**config.mk**
```make
export PLATFORM = sky130hd
export DESIGN_NAME = pxs_pattern_gen
export DESIGN_NICKNAME = d
export VERILOG_FILES = /design/src/rtl/pxs_pkg.sv /design/src/rtl/pxs_frame_ctl.sv /design/src/rtl/pxs_pattern_gen.sv
export SDC_FILE = /design/constraint.sdc
export NUM_CORES = 1
export LEC_CHECK = 0
export CORE_ASPECT_RATIO = 1.2
export CORE_MARGIN = 2
export CORE_UTILIZATION = 41
export CTS_CLUSTER_SIZE = 24
export DETAILED_ROUTE_END_ITERATION = 8
export PLACE_DENSITY = 0.85
export RECOVER_POWER = 100
export SYNTH_ARGS = -nofsm -noshare
export SYNTH_HDL_FRONTEND = slang
export SYNTH_HIERARCHICAL = 1
export SYNTH_SLANG_ARGS = --single-unit
```
**constraint.sdc**
```tcl
create_clock -name px_clk -period 2.3 [get_ports px_clk]
set_input_delay 0.345 -clock px_clk [delete_from_list [all_inputs] [get_ports px_clk]]
set_output_delay 0.345 -clock px_clk [all_outputs]
set_load 0.02 [all_outputs]
```
**src/rtl/pxs_pkg.sv**
```systemverilog
// Shared pixel-stream definitions: stream field positions and pattern mode encodings.
package pxs_pkg;

    localparam int unsigned STR_W   = 23;
    localparam int unsigned XC_W    = 10;
    localparam int unsigned YC_W    = 10;
    localparam int unsigned MODE_W  = 2;

    localparam int unsigned ACT_BIT = 0;
    localparam int unsigned YC_LSB  = 1;
    localparam int unsigned XC_LSB  = 11;
    localparam int unsigned VS_BIT  = 21;
    localparam int unsigned HS_BIT  = 22;
    localparam int unsigned RGB_LSB = 23;

    typedef enum logic [MODE_W-1:0] {
        MODE_VBAR  = 2'd0,
        MODE_HBAR  = 2'd1,
        MODE_CHECK = 2'd2,
        MODE_RAMP  = 2'd3
    } mode_e;

endpackage

```
**src/rtl/pxs_frame_ctl.sv**
```systemverilog
// Frame control: VS edge detect, per-frame mode latch and (with PXS_PATTERN_SCROLL_EN) the scroll offset.
// The _c outputs are the values in force for the current pixel, so a frame-start pixel already sees the new frame.
module pxs_frame_ctl
    import pxs_pkg::*;
#(
    parameter logic        VS_ACTIVE   = 1'b0,
    parameter int unsigned SCROLL_STEP = 1
)(
    input  logic              px_clk,
    input  logic              rst_n,
    input  logic              vs_i,
    input  logic [MODE_W-1:0] mode_i,
    output mode_e             mode_c,
    output logic [XC_W-1:0]   offset_c
);

    logic  vs_prev_q, vs_prev_d;
    logic  armed_q, armed_d;
    logic  frame_start_c;
    mode_e mode_q, mode_d;
`ifdef PXS_PATTERN_SCROLL_EN
    logic [XC_W-1:0] offset_q, offset_d;
`endif

    // Edge detect is suppressed on the first cycle out of reset so a VS already asserted is not a frame start
    always_comb begin
        vs_prev_d     = vs_i;
        armed_d       = 1'b1;
        frame_start_c = armed_q && (vs_i == VS_ACTIVE) && (vs_prev_q != VS_ACTIVE);
        mode_d        = mode_q;
        if (frame_start_c) begin
            mode_d = mode_e'(mode_i);
        end
        mode_c = mode_d;
`ifdef PXS_PATTERN_SCROLL_EN
        offset_d = offset_q;
        if (frame_start_c) begin
            offset_d = offset_q + XC_W'(SCROLL_STEP);
        end
        offset_c = offset_d;
`else
        offset_c = '0;
`endif
    end

    // Frame control state
    always_ff @(posedge px_clk or negedge rst_n) begin
        if (!rst_n) begin
            vs_prev_q <= ~VS_ACTIVE;
            armed_q   <= 1'b0;
            mode_q    <= MODE_VBAR;
`ifdef PXS_PATTERN_SCROLL_EN
            offset_q  <= '0;
`endif
        end else begin
            vs_prev_q <= vs_prev_d;
            armed_q   <= armed_d;
            mode_q    <= mode_d;
`ifdef PXS_PATTERN_SCROLL_EN
            offset_q  <= offset_d;
`endif
        end
    end

endmodule

```
**src/rtl/pxs_pattern_gen.sv**
```systemverilog
// Test pattern generator: colours a VGA timing stream with bars, checkerboard or grey ramp, one-cycle latency.
// Optional feature macro: PXS_PATTERN_SCROLL_EN (per-frame horizontal scroll of the pattern).
module pxs_pattern_gen
    import pxs_pkg::*;
#(
    parameter int unsigned CW          = 1,
    parameter int unsigned BAR_LOG2    = 3,
    parameter logic        VS_ACTIVE   = 1'b0,
    parameter int unsigned SCROLL_STEP = 1
)(
    input  logic                    px_clk,
    input  logic                    rst_n,
    input  logic [MODE_W-1:0]       mode_i,
    input  logic [STR_W-1:0]        VGAStr_i,
    output logic [STR_W+3*CW-1:0]   RGBStr_o
);

    localparam int unsigned OUT_W = STR_W + 3 * CW;

    mode_e            mode_c;
    logic [XC_W-1:0]  offset_c;
    logic [XC_W-1:0]  xc, sx;
    logic [YC_W-1:0]  sy;
    logic [2:0]       bar_x, bar_y;
    logic [3*CW-1:0]  rgb_c;
    logic [OUT_W-1:0] rgb_str_q, rgb_str_d;

    pxs_frame_ctl #(
        .VS_ACTIVE   (VS_ACTIVE),
        .SCROLL_STEP (SCROLL_STEP)
    ) u_frame_ctl (
        .px_clk   (px_clk),
        .rst_n    (rst_n),
        .vs_i     (VGAStr_i[VS_BIT]),
        .mode_i   (mode_i),
        .mode_c   (mode_c),
        .offset_c (offset_c)
    );

    // Pixel colouring from scrolled coordinates; blanked outside the active area
    always_comb begin
        xc    = VGAStr_i[XC_LSB +: XC_W];
        sy    = VGAStr_i[YC_LSB +: YC_W];
        sx    = xc + offset_c;
        bar_x = 3'(sx >> BAR_LOG2);
        bar_y = 3'(sy >> BAR_LOG2);
        rgb_c = '0;
        unique case (mode_c)
            MODE_VBAR:  rgb_c = {{CW{bar_x[2]}}, {CW{bar_x[1]}}, {CW{bar_x[0]}}};
            MODE_HBAR:  rgb_c = {{CW{bar_y[2]}}, {CW{bar_y[1]}}, {CW{bar_y[0]}}};
            MODE_CHECK: rgb_c = {(3 * CW){bar_x[0] ^ bar_y[0]}};
            MODE_RAMP:  rgb_c = {3{sx[XC_W-1 -: CW]}};
            default:    rgb_c = '0;
        endcase
        if (!VGAStr_i[ACT_BIT]) begin
            rgb_c = '0;
        end
        rgb_str_d = {rgb_c, VGAStr_i};
    end

    // Output stream register
    always_ff @(posedge px_clk or negedge rst_n) begin
        if (!rst_n) begin
            rgb_str_q <= '0;
        end else begin
            rgb_str_q <= rgb_str_d;
        end
    end

    assign RGBStr_o = rgb_str_q;

endmodule

```
==> results.toml <==
[critical_path]
worstPathArrival_ns = 2.16
max_stage_delay_ns = 0.59
path_delay_family = "simple AND/OR/NAND/NOR gates"
worstPathMaxFanout = 6
slowest_stage = "dlygate4sd3_1"
cp-start-kind = "input port"
crit_path_cell_trace = "dlygate4sd3_1 -> nand3b_4 -> mux2_1 -> nand2_1 -> or2_2 -> mux2i_1 -> nor3_1"
worstSetupPathType = "in -> reg"
end_kind = "flip-flop"
cp.required_ns = 2.49
crit_buf_inv = 1

[synth]
ys_top_cells_by_count = "29 x dfrtp_1, 10 x buf_4, 8 x ha_1, 5 x a21oi_1, 3 x xor2_1"
synth.top_cell.area_share_pct = 58.2
syn_avg_cell_area_um2 = 14.0
synth_compound_area_share_pct = 9.44
synthSimpleGateAreaFrac_pct = 7.43
synth_warnings = 6
synth_edf_count = 0
synth.area.top_cells = "dfrtp_1 58%, ha_1 8.0%, buf_4 6.0%"
ys_seq_elements = 30
synthArstFlopShare_pct = 100
synth_flop_cell = "dfrtp_1"
synth.most_common_cell = "dfrtp_1"
muxShareOfSynthArea_pct = 4.02
seq_area_frac_synth_pct = 60.3
synthAdderAreaFrac_pct = 8.03
syn_area_um2 = 1250
synthCells = 89
synth_xor_area_share_pct = 3.51
synth.distinct_cells = 32
synth_top_family_by_area = "compound AO/OA/AOI/OAI gates"
yosysTopAreaCell = "dfrtp_1"

[cts]
cts_sinks = 30
path_clk_slew_ns = 0.10
clock-root-buffer = "clkbuf_4"
htree_levels = 2
cts-hold-fix-buffers = 0
clockBufferDepth = 2
cts_made_buffers = 5
clock_latency_ns = 0.33
cts_tree = "done"
cts_setup_buffers = 0
ctsResizeCount = 0

[timing]
finalCritPeriodShare_pct = 85.6
setup_violations = 0
setup_tns_ns = 0
finalHoldViolCount = 0
clock_skew_ns = 0.00338
rsz0062_at_grt = "false"
slew_viol_final = 0
fmax_mhz = 508
period_needed_ns = 1.97

[global_route]
track_usage_pct = 16.7
grt_overflow = 0
grt_pass1_vias = 897
antenna_found_initial = 0
grt_pass1_wl_um = 4110
grt_max_degree = 31

[placed_design]
placed_area_um2 = 1770
io_buffers = 52
hpwl_um = 2040
gp_congestion = 0.740

[pwr]
fin_total_pwr_mw = 1.26
power_density_nw_per_um2 = 685
p_leak_nw = 0.847
ir_drop_mv = 0.457

[layout]
area_growth_pct = 48.1
nets = 182
final_area_um2 = 1850
fillers = 216
final_util_pct = 65.0
layout-drive-gt1-share_pct = 11.5
n_antenna_cell = 0

[drt]
ant_nets = 0
via_per_inst = 4.75
wl_um = 2550
wl_per_cell_um = 14.0
vias = 864
drc = 0
dr.pass1.iters = 4
drtIter0Drc = 13

[floorplan]
initial_core_util_pct = 43.9
core_um2 = 2840
die_y_um = 64.4
io_pins = 53
rows = 21
die_w_um = 54.3
die_area_um2 = 3500

[flow_run]
max_cap_violations = 0

[hold_path]
hold_class = "in -> async"

[status]
run_status = "finished, final reports clean"
==> layout by cell type, fill, tap and decap left out, drive strengths merged, types with 2 or more instances in the layout <==
cell type      instances
a21oi                  5
clkbuf                 5
clkdlybuf4s50          2
clkinv                 2
conb                  11
dfrtp                 29
dlygate4sd3           50
ha                     8
mux2                   2
mux2i                  2
nand3                  2
nor3                   2
o21a                   2
xnor2                  2
xor2                   3
==> cells by family after synthesis <==
kind of cell	Yosys count
other	2
DFF	30
and+or+nand+nor	13
AOI/OAI and AO/OA	15
adders and majority gates	8
buffers and inverters	12
xor gates and xnor gates	5
muxes	4
==> cell type report <==
| cell class | count | area (um2) | area share, % |
|---|---|---|---|
| Sequential cell | 30 | 752 | 40.7 |
| Timing Repair Buffer | 53 | 528 | 28.6 |
| Multi-Input combinational cell | 56 | 442 | 23.9 |
| Tap cell | 34 | 42.5 | 2.31 |
| Clock inverter | 3 | 40.0 | 2.17 |
| Clock buffer | 5 | 37.5 | 2.03 |
| Inverter | 1 | 3.75 | 0.203 |
==> power breakdown <==
part	total [mW]	switching [mW]	internal, mW
Combinational	0.279	0.146	0.133
Sequential	0.576	0.0101	0.566
Clock	0.408	0.183	0.225
==> routing by layer <==
layer / GRT usage [%] / wire (um)
met5: 0 / 0
met4: 8.75 / 74
met3: 7.48 / 311
met2: 26.7 / 1280
met1: 18.0 / 886
==> through the flow <==
| step | std cells | setup WS [ns] | hold WS (ns) |
|---|---|---|---|
| after global routing | 182 | 0.271 | 0.484 |
| after floorplan | 98 | 0.431 | 0.0494 |
| final | 182 | 0.331 | 0.468 |
| after CTS | 182 | 0.504 | 0.402 |
| after detailed placement | 174 | 0.161 | 0.523 |
| after global placement | 174 | 0.263 | 0.515 |
==> registers in the layout, indices dropped and copies added, names as in the netlist <==
name	flops
RGBStr_o	26
u_frame_ctl/armed_q	1
u_frame_ctl/vs_prev_q	1
u_frame_ctl/mode_q	2
==> final timing paths <==
kind	endpoint	from	slack, ns	depth (start not counted)
max	RGBStr_o[25]$_DFF_PN0_	VGAStr_i[21]	0.33	7
min	RGBStr_o[21]$_DFF_PN0_	rst_n	0.47	2
max reg2reg	RGBStr_o[25]$_DFF_PN0_	u_frame_ctl/vs_prev_q$_DFF_PN1_	0.48	6
min reg2reg	u_frame_ctl/mode_q[0]$_DFF_PN0_	u_frame_ctl/mode_q[0]$_DFF_PN0_	0.60	1
max in group asynchronous	u_frame_ctl/vs_prev_q$_DFF_PN1_	rst_n	1.53	2
min in group px_clk	RGBStr_o[7]$_DFF_PN0_	VGAStr_i[7]	0.57	1
No activity file was read; power rests on OpenSTA's default activity.
